==> config.mk <==
export PLATFORM = sky130hd
export DESIGN_NAME = seg7_scan_flat
export DESIGN_NICKNAME = d
export VERILOG_FILES = /design/src/rtl/seg7_scan_if.sv /design/src/rtl/seg7_scan.sv /design/src/flat_wrapper.sv
export SDC_FILE = /design/constraint.sdc
export NUM_CORES = 1
export LEC_CHECK = 0
export CAP_MARGIN = 0
export CORE_MARGIN = 2
export CORE_UTILIZATION = 52
export CTS_BUF_LIST = sky130_fd_sc_hd__clkbuf_4 sky130_fd_sc_hd__clkbuf_8
export DETAILED_ROUTE_END_ITERATION = 10
export PLACE_DENSITY = 0.78
export SYNTH_ARGS = -nofsm -noshare
export SYNTH_HDL_FRONTEND = slang
export SYNTH_SLANG_ARGS = --single-unit
export TNS_END_PERCENT = 5
==> constraint.sdc <==
create_clock -name clk -period 2.9 [get_ports clk]
set_input_delay 0.435 -clock clk [delete_from_list [all_inputs] [get_ports clk]]
set_output_delay 0.435 -clock clk [all_outputs]
set_load 0.005 [all_outputs]
==> src/rtl/seg7_scan_if.sv <==
// Display-side bundle of the seg7_scan block: BCD capture inputs and scan outputs.
// The producer of BCD uses the master modport; the scanner uses the slave modport.
interface seg7_scan_if;
    logic [31:0] BCD;
    logic        bcd_valid;
    logic [7:0]  AN;
    logic [7:0]  SEGMENT;
    logic        frame_done;

    modport master (
        output BCD,
        output bcd_valid,
        input  AN,
        input  SEGMENT,
        input  frame_done
    );

    modport slave (
        input  BCD,
        input  bcd_valid,
        output AN,
        output SEGMENT,
        output frame_done
    );
endinterface

==> src/rtl/seg7_scan.sv <==
// Eight-digit multiplexed 7-segment scanner with frame-synchronous BCD update.
// Latency: AN/SEGMENT change the clk after each tick; new BCD shows from the next frame.
// Backpressure: none, captures always accepted; SEG7_LEADING_ZERO_BLANK_EN blanks leading zeros.
module seg7_scan #(
    parameter int SCAN_DIV = 17
) (
    input  logic        clk,
    input  logic        rst,
    seg7_scan_if.slave  bus
);

    localparam logic [SCAN_DIV-1:0] PRESC_ONE = {{(SCAN_DIV-1){1'b0}}, 1'b1};

    logic [SCAN_DIV-1:0] presc_q, presc_d;
    logic [2:0]          idx_q, idx_d;
    logic [31:0]         pend_q, pend_d;
    logic [31:0]         disp_q, disp_d;
    logic [7:0]          an_q, an_d;
    logic [7:0]          seg_q, seg_d;
    logic                frame_q, frame_d;

    logic                tick;
    logic                wrap;
    logic [3:0]          nib;
    logic                blank;

    function automatic logic [7:0] seg_decode(input logic [3:0] n);
        logic [7:0] s;
        case (n)
            4'd0:    s = 8'hC0;
            4'd1:    s = 8'hF9;
            4'd2:    s = 8'hA4;
            4'd3:    s = 8'hB0;
            4'd4:    s = 8'h99;
            4'd5:    s = 8'h92;
            4'd6:    s = 8'h82;
            4'd7:    s = 8'hF8;
            4'd8:    s = 8'h80;
            4'd9:    s = 8'h90;
            default: s = 8'hBF;
        endcase
        return s;
    endfunction

    assign tick = (presc_q == '1);
    assign wrap = tick && (idx_q == 3'd7);
    assign nib  = disp_q[{idx_q, 2'b00} +: 4];

`ifdef SEG7_LEADING_ZERO_BLANK_EN
    logic [2:0] msd;

    // Highest non-zero digit; invalid nibbles count as non-zero, digit 0 always shown.
    always_comb begin
        msd = 3'd0;
        for (int k = 1; k < 8; k++) begin
            if (disp_q[4*k +: 4] != 4'd0) begin
                msd = 3'(k);
            end
        end
        blank = (idx_q > msd);
    end
`else
    assign blank = 1'b0;
`endif

    // Outputs load the digit under the pre-increment index, so the first tick
    // after reset lights digit 0 and digit 7 still uses the outgoing display value.
    always_comb begin
        presc_d = presc_q + PRESC_ONE;
        idx_d   = idx_q;
        pend_d  = pend_q;
        disp_d  = disp_q;
        an_d    = an_q;
        seg_d   = seg_q;
        frame_d = wrap;

        if (bus.bcd_valid) begin
            pend_d = bus.BCD;
        end
        if (tick) begin
            idx_d = idx_q + 3'd1;
            an_d  = ~(8'd1 << idx_q);
            seg_d = blank ? 8'hFF : seg_decode(nib);
        end
        if (wrap) begin
            disp_d = pend_q;
        end
    end

    always_ff @(posedge clk or posedge rst) begin
        if (rst) begin
            presc_q <= '0;
            idx_q   <= 3'd0;
            pend_q  <= 32'd0;
            disp_q  <= 32'd0;
            an_q    <= 8'hFF;
            seg_q   <= 8'hFF;
            frame_q <= 1'b0;
        end else begin
            presc_q <= presc_d;
            idx_q   <= idx_d;
            pend_q  <= pend_d;
            disp_q  <= disp_d;
            an_q    <= an_d;
            seg_q   <= seg_d;
            frame_q <= frame_d;
        end
    end

    assign bus.AN         = an_q;
    assign bus.SEGMENT    = seg_q;
    assign bus.frame_done = frame_q;

endmodule

==> src/flat_wrapper.sv <==
// flat-port wrapper written by rule: the top's interface ports become plain ports
module seg7_scan_flat 
#(
    parameter int SCAN_DIV = 17
)
  (clk, rst, bus_BCD, bus_bcd_valid, bus_AN, bus_SEGMENT, bus_frame_done);
  seg7_scan_if bus_i ();
  input  logic clk;
  input  logic rst;
  input wire logic [$bits(bus_i.BCD)-1:0] bus_BCD;
  input wire logic [$bits(bus_i.bcd_valid)-1:0] bus_bcd_valid;
  output wire logic [$bits(bus_i.AN)-1:0] bus_AN;
  output wire logic [$bits(bus_i.SEGMENT)-1:0] bus_SEGMENT;
  output wire logic [$bits(bus_i.frame_done)-1:0] bus_frame_done;
  assign bus_i.BCD = bus_BCD;
  assign bus_i.bcd_valid = bus_bcd_valid;
  assign bus_AN = bus_i.AN;
  assign bus_SEGMENT = bus_i.SEGMENT;
  assign bus_frame_done = bus_i.frame_done;
  seg7_scan #(.SCAN_DIV(SCAN_DIV)) u_core (.clk(clk), .rst(rst), .bus(bus_i));
endmodule
==> results of run 1 <==
-- synthesized netlist by cell type, drive strengths merged (2+ instances only) --
cell | count | area [um2]
dfrtp | 85 | 2130
mux2 | 67 | 762
dfstp | 15 | 394
ha | 14 | 175
nand2 | 14 | 52.6
inv | 13 | 48.8
nor2 | 11 | 41.3
buf | 9 | 46.3
xnor2 | 9 | 78.8
mux4 | 8 | 188
xor2 | 6 | 52.6
clkbuf | 5 | 38.8
mux2i | 5 | 62.6
nand3 | 5 | 25.0
nand4 | 5 | 31.3
a31oi | 4 | 25.0
o21ai | 4 | 20.0
a211oi | 3 | 27.5
a21oi | 2 | 10.0
and2 | 2 | 15.0
and4 | 2 | 17.5
nor3 | 2 | 10.0
o22a | 2 | 17.5
-- sequential cells by signal, indices dropped and copies added (netlist names) --
| name | flops |
|---|---|
| u_core.bus.AN | 8 |
| u_core.bus.SEGMENT | 7 |
| u_core.disp_q | 32 |
| u_core.idx_q | 3 |
| u_core.presc_q | 17 |
| u_core.bus.frame_done | 1 |
| u_core.pend_q | 32 |
-- per-stage QoR --
| stage | instances | hold WS (ns) | area (um2) |
|---|---|---|---|
| after floorplan | 302 | 0.414 | 4370 |
| after global placement | 449 | 0.427 | 4970 |
| after detailed placement | 449 | 0.444 | 4970 |
| after CTS | 465 | 0.459 | 5160 |
| after global routing | 465 | 0.476 | 5160 |
| final | 465 | 0.456 | 5160 |
-- power by group through the flow --
stage          Sequential, uW  Combinational [uW]  Clock [uW]
2_1_floorplan            1480                75.9           0
3_3_place_gp             1490                 135           0
3_5_place_dp             1490                 139           0
4_1_cts                  1460                 139         872
5_1_grt                  1470                 151         933
6_report                 1460                 135         843
-- metal layers --
metal	part of all wire [%]	routed length [um]	vias up	GRT usage [%]
li1	-	-	1172	-
met1	46	3300	1257	23.9
met2	48	3450	43	29.5
met3	3.2	229	11	3.08
met4	2.0	141	0	7.50
met5	0	0	-	0
-- logic make-up after synthesis --
family / synth area share, %
AOI/OAI and AO/OA: 3.82
xor gates and xnor gates: 3.01
adders and majority gates: 4.02
buffers and inverters: 3.07
DFF: 57.8
muxes: 23.2
other: 0.0860
and+or+nand+nor: 4.99
-- cell type report --
class                   count  share of cell area, %
flip-flops and latches    100                   48.9
multi-input cells         175                   33.1
repair buffers             56                   10.8
well taps                 105                   2.55
clock buffers               9                   2.40
clock inverters             7                   1.26
inverters                  13                   1.02
-- worst max-delay path, delay by kind of cell, from the launching register on --
kind / cells / cell delay, ns
AO/OA/AOI/OAI: 1 / 0.24
adder cells (fa/ha/maj): 1 / 0.34
flip-flops: 1 / 0.67
multiplexers: 2 / 1.04
AND/OR/NAND/NOR: 1 / 0.14
-- worst max path at each step --
stage,end,slack [ns],cells past startpoint
after floorplan,u_core.disp_q[10],0.66,9
after global placement,u_core.bus.SEGMENT[3],0.51,5
after detailed placement,u_core.bus.SEGMENT[3],0.38,5
after CTS,u_core.bus.SEGMENT[3],0.34,5
after global routing,u_core.bus.SEGMENT[3],0.21,6
final,u_core.bus.SEGMENT[3],0.38,5
==> qor_table.md, run 1 <==
| Metric | Value |
|---|---|
| Final worst path period share | 86.8% |
| Post-Syn Instances | 302 |
| Hold Path Sink | u_core.presc_q[0] |
| Number of fillers in the final layout | 643 |
| Ordered cell list for the critical path | mux4_1 -> mux2i_1 -> ha_1 -> nand2b_1 -> a211oi_1 |
| Pins Over Slew Limit | 0 |
| Flops & latches, synth | 100 |
| # diodes | 0 |
| Number of clock buffers inserted by TritonCTS | 9 |
| Logic pwr share | 5.5% |
| CP Launch Type | flop |
| PD cells | 473 mW/mm2 |
| Outcome | completed |
| Total net switching power | 582 uW |
| Hold-fix buffers, CTS | 0 |
| Average cell area after synthesis | 14.4 um2 |
| VDD IR max | 0.000497 V |
| Number of warning messages in the yosys log | 0 |
| Post-CTS Setup Repair Bufs | 0 |
| Number of synthesized flops with an enable pin | 0 |
| Routed WL per cell | 15.3 um |
| Number of antenna violations at the first check in global routing | 0 |
| Post-route setup TNS | 0 ns |
| Count of cells along the worst hold path | 1 |
| Largest incremental delay on the critical path | 0.67 ns |
| Sw Share | 23.8% |
| Async S/R FF share, synth | 100% |
| Util after Layout | 63.1% |
| Predominant post-synthesis flop cell | dfrtp_1 |
| Final setup violation count | 0 |
| Highest attainable clock frequency | 397 MHz |
| Pin count of the biggest net entering global routing | 63 |
| Minimum clock period | 2.52 ns |
| Total area of multi-input combinational cells | 0.00171 mm2 |
| PortBufs | 50 |
| Clock buffer depth | 2 |
| Sequential cell area | 0.00252 mm2 |
| Max-capacitance violation count | 0 |
| 1st-iter DRT viols | 57 |
| Worst min-delay path startpoint | u_core.presc_q[0] |
| Critical-path cell with the highest stage delay | dfrtp_1 |
| Sum of net half-perimeters after detailed placement | 5160 um |
| Wire length of the first global-routing pass | 12300 um |
| TritonCTS clock tree | done |
| Count of distinct cell types in the synthesized netlist | 43 |
| Top library cells by usage in the layout, fill and taps aside | dfrtp_1 (85), mux2_2 (65), clkdlybuf4s50_1 (50) |
| Worst Tran Pin Value | 0.547 ns |
| R2R Setup Slk | 0.38 ns |
| Worst setup timing slack at the placement stage | 0.375 ns |
| GRT Resource Usage Total | 18.0% |
| PnR worst setup slack | 0.382 ns |
| Global-route congestion overflow total | 0 |
| Synthesized netlist net count | 351 |
| Total vias in the final route | 2483 |
| Top Ports | 52 |
| Num rows | 33 |
| Critical path arrival | 2.79 ns |
| Setup CP Type | flop to flop |
| Most common cell after layout, fill and taps aside | dfrtp_1 |
| Required arrival time at the worst endpoint | 3.17 ns |
| Class of the tightest hold or removal check | flop to flop |
| Drt pass-1 iters | 4 |
| Detailed-route vias per instance | 5.34 |
| Die area | 0.00914 mm2 |
| Die extent in x | 95.6 um |
| DR DRC count | 0 |
| Area growth from synthesis to layout | 18.3% |
| Unrepaired setup endpoints after global routing | no |
| Sequential fraction of the synthesis area | 57.8% |
| Post-route ant nets | 0 |
| Worst skew pair latency | 0.37 ns |
| Crit Reg-Reg Startpoint | u_core.idx_q[0] |
| Clk sinks | 100 |
| Core footprint | 0.00818 mm2 |
| Reg-to-reg critical path endpoint | u_core.bus.SEGMENT[3] |
| Synthesized area | 0.00436 mm2 |
| Total power | 2440 uW |
| Clk pin slew, worst setup/hold paths | 0.10 ns |
| Htree depth | 3 |
| Worst-case headroom to the max-slew limit | 63.5% |
| Cell-internal power | 1860 uW |
| Final nets | 404 |
| Final clock skew | 0.0101 ns |
| Leakage Power | 0.00234 uW |
| Type of element capturing the critical path | flop |
| Number of hold-slack violations in the final timing report | 0 |
| Last weighted congestion value of the routability-driven placer | 0.866 |
| Initial cell density of the core | 53.4% |
| Maximum fanout count along the critical path | 9 |
| Part of the total power dissipated in sequential elements | 59.9% |
| Setup crit start | u_core.idx_q[0] |
| Depth of the worst register-to-register path | 5 |
| Vias in the first global route | 2514 |
| Root buffer cell | clkbuf_8 |
| Cells resized by post-CTS repair | 0 |
| Share of total power in the clock network | 34.5% |
| Overall routed net length | 7120 um |
| Layout cell share with drive strength beyond 1 | 33.1% |
| Die Y | 95.6 um |
Note: power is estimated with default switching activity, not from simulation.
==> inputs of run 2 (changes only) <==
--- a/config.mk
+++ b/config.mk
@@ -5,12 +5,12 @@
 export SDC_FILE = /design/constraint.sdc
 export NUM_CORES = 1
 export LEC_CHECK = 0
-export CAP_MARGIN = 0
 export CORE_MARGIN = 2
-export CORE_UTILIZATION = 52
+export CORE_UTILIZATION = 62
 export CTS_BUF_LIST = sky130_fd_sc_hd__clkbuf_4 sky130_fd_sc_hd__clkbuf_8
 export DETAILED_ROUTE_END_ITERATION = 10
-export PLACE_DENSITY = 0.78
+export GPL_TIMING_DRIVEN = 0
+export PLACE_DENSITY = 0.87
 export SYNTH_ARGS = -nofsm -noshare
 export SYNTH_HDL_FRONTEND = slang
 export SYNTH_SLANG_ARGS = --single-unit
==> constraint.sdc (replaced) <==
create_clock -name clk -period 2.96 [get_ports clk]
set_input_delay 0.444 -clock clk [delete_from_list [all_inputs] [get_ports clk]]
set_output_delay 0.444 -clock clk [all_outputs]
set_load 0.005 [all_outputs]
==> run 2 against run 1 <==
Effect of this change: design area up 0.97%; final cell count is the same; sequential cell count stayed put; count of clock-buffer cells in the layout grew 4; first-iteration DRC count up 58%; hold slack lost 0.0042 ns; critical path depth grew 4; clock power decreased by 3.0%.
==> qor_table.md, run 2 (synthesis results as in run 1) <==
| Metric | Value | vs previous |
|---|---|---|
| Outcome | completed |  |
| Worst setup timing slack at the placement stage | 0.283 ns | -0.0919 ns |
| Clock buffer depth | 2 | unchanged |
| Biggest registers after layout | u_core.disp_q: 32 flops, u_core.pend_q: 32 flops, u_core.presc_q: 17 flops |  |
| Maximum fanout count along the critical path | 10 | +1 |
| Initial cell density of the core | 64.2% | +11 points |
| Wire length the detailed router placed on met1 | 3360 um | +2.0% |
| Layout cell share with drive strength beyond 1 | 33.1% | about the same |
| Die extent in x | 87.9 um | -8.1% |
| Wire length of the first global-routing pass | 12800 um | +3.9% |
| CP Launch Type | flop |  |
| Worst-case headroom to the max-slew limit | 55.5% | -8.0 points |
| GRT Resource Usage Total | 22.3% | +4.3 points |
| Leakage Power | 0.00236 uW | +0.80% |
| Number of antenna violations at the first check in global routing | 0 | unchanged |
| TritonCTS clock tree | done |  |
| Final nets | 413 | +2.2% |
| Drt pass-1 iters | 4 | unchanged |
| Final clock skew | 0.00755 ns | -0.00251 ns |
| Top library cells by usage in the layout, fill and taps aside | dfrtp_1 (85), mux2_2 (65), clkdlybuf4s50_1 (49) |  |
| DR DRC count | 0 | unchanged |
| Worst skew pair latency | 0.35 ns | -0.02 ns |
| Critical path arrival | 2.90 ns | +0.11 ns |
| Core footprint | 0.00679 mm2 | -17% |
| Pin count of the biggest net entering global routing | 41 | -35% |
| Worst Tran Pin Value | 0.666 ns | +0.119 ns |
| Type of element capturing the critical path | flop |  |
| Met2 wire len | 3910 um | +13% |
| Largest incremental delay on the critical path | 0.47 ns | -0.20 ns |
| Last weighted congestion value of the routability-driven placer | 0.798 | -7.9% |
| Vias in the first global route | 2596 | +3.3% |
| Setup CP Type | flop to flop |  |
| Total length of routed met3 wires | 212 um | -7.4% |
| Global-route congestion overflow total | 0 | unchanged |
| Post-route cell area | 0.00521 mm2 | +0.97% |
| Clk sinks | 100 | unchanged |
| Number of buffers and inverters on the critical path | 3 | +3 |
| Top sig layer | met4 |  |
| Pins Over Slew Limit | 0 | unchanged |
| Routed WL per cell | 16.4 um | +6.7% |
| Root buffer cell | clkbuf_8 |  |
| Most common cell after layout, fill and taps aside | dfrtp_1 |  |
| Post-route ant nets | 0 | unchanged |
| CP delay by family, top | buffers and inverters |  |
| Area after detailed placement | 0.00502 mm2 | +0.93% |
| Clk pin slew, worst setup/hold paths | 0.09 ns | about the same |
| Unrepaired setup endpoints after global routing | no |  |
| Highest attainable clock frequency | 376 MHz | -5.4% |
| Number of hold-slack violations in the final timing report | 0 | unchanged |
| Critical-path cell with the highest stage delay | buf_1 |  |
| Htree depth | 3 | unchanged |
| Max-capacitance violation count | 0 | unchanged |
| Required arrival time at the worst endpoint | 3.20 ns | +0.03 ns |
| PortBufs | 49 | -2.0% |
| Ordered cell list for the critical path | and4_1 -> clkbuf_1 -> nand4_1 -> nor3_1 -> ha_1 -> clkbuf_8 -> nand2_1 -> buf_1 -> mux2_2 |  |
| PD cells | 458 mW/mm2 | -3.1% |
| Num rows | 30 | -9.1% |
| Die Y | 87.9 um | -8.1% |
| Post-CTS Setup Repair Bufs | 0 | unchanged |
| Class of the tightest hold or removal check | flop to flop |  |
| Detailed-route vias per instance | 5.45 | +2.0% |
| Sum of net half-perimeters after detailed placement | 5600 um | +8.6% |
| Overall routed net length | 7600 um | +6.7% |
| VDD IR max | 0.000316 V | -36% |
| Post-route setup TNS | 0 ns | unchanged |
| Die area | 0.00772 mm2 | -15% |
| Area growth from synthesis to layout | 19.4% |  |
| Total vias in the final route | 2533 | +2.0% |
| Number of clock buffers inserted by TritonCTS | 9 | unchanged |
| Top Ports | 52 | unchanged |
| Minimum clock period | 2.66 ns | +0.143 ns |
| 1st-iter DRT viols | 90 | +58% |
| Total power | 2390 uW | -2.2% |
| Final worst path period share | 89.9% | +3.1 points |
| # diodes | 0 | unchanged |
| PnR worst setup slack | 0.299 ns | -0.0828 ns |
| Final setup violation count | 0 | unchanged |
## run 2: worst register-to-register path: cells and delay by family (launching register included)
kind	cells	cell delay [ns]
muxes	1	0.41
DFF	1	0.43
and+or+nand+nor	4	0.72
adders and majority gates	1	0.19
buffers and inverters	3	0.79
## run 2: worst paths after layout
check                                   from  slack, ns  cells past startpoint               endpoint
setup / recovery           u_core.presc_q[3]       0.30                      9      u_core.disp_q[25]
hold / removal             u_core.presc_q[0]       0.45                      1      u_core.presc_q[0]
setup reg to reg           u_core.presc_q[3]       0.30                      9      u_core.disp_q[25]
hold reg to reg            u_core.presc_q[0]       0.45                      1      u_core.presc_q[0]
max in group asynchronous                rst       1.78                      3  u_core.bus.SEGMENT[1]
min in group asynchronous                rst       0.53                      2     u_core.presc_q[12]
## run 2: report_power, final
part	switching, uW	total [uW]	internal [uW]
Combinational	52.1	136	84.1
Clock	446	818	373
Sequential	23.9	1430	1410
Total	522	2390	1870
## run 2: layout make-up
type                            count  area (um2)
Sequential cell                   100        2520
Fill cell                         411        1590
Buffer                             14        87.6
Inverter                           13        52.6
Timing Repair Buffer               51         531
Clock inverter                      3        23.8
Clock buffer                       13         166
Multi-Input combinational cell    175        1710
Tap cell                           96         120
## run 2: per-stage QoR
stage / hold WS [ns] / util (%) / std cells
2_1_floorplan: 0.414 / - / 302
3_3_place_gp: 0.426 / 73.2 / 447
3_5_place_dp: 0.436 / 73.8 / 449
4_1_cts: 0.450 / 76.6 / 465
5_1_grt: 0.470 / 76.7 / 465
6_report: 0.452 / 76.7 / 465
## run 2: routing by layer
metal / vias to the layer above / global-route usage (%)
met5: - / 0
met4: 0 / 8.67
met3: 8 / 3.20
met2: 48 / 36.2
met1: 1287 / 30.9
li1: 1190 / -
## run 2: timing repair
item                                   CTS  global route
endpoints found under the hold margin    0             0
hold buffers                             0             0
resized for setup                        0             2
setup endpoints to repair                0            16
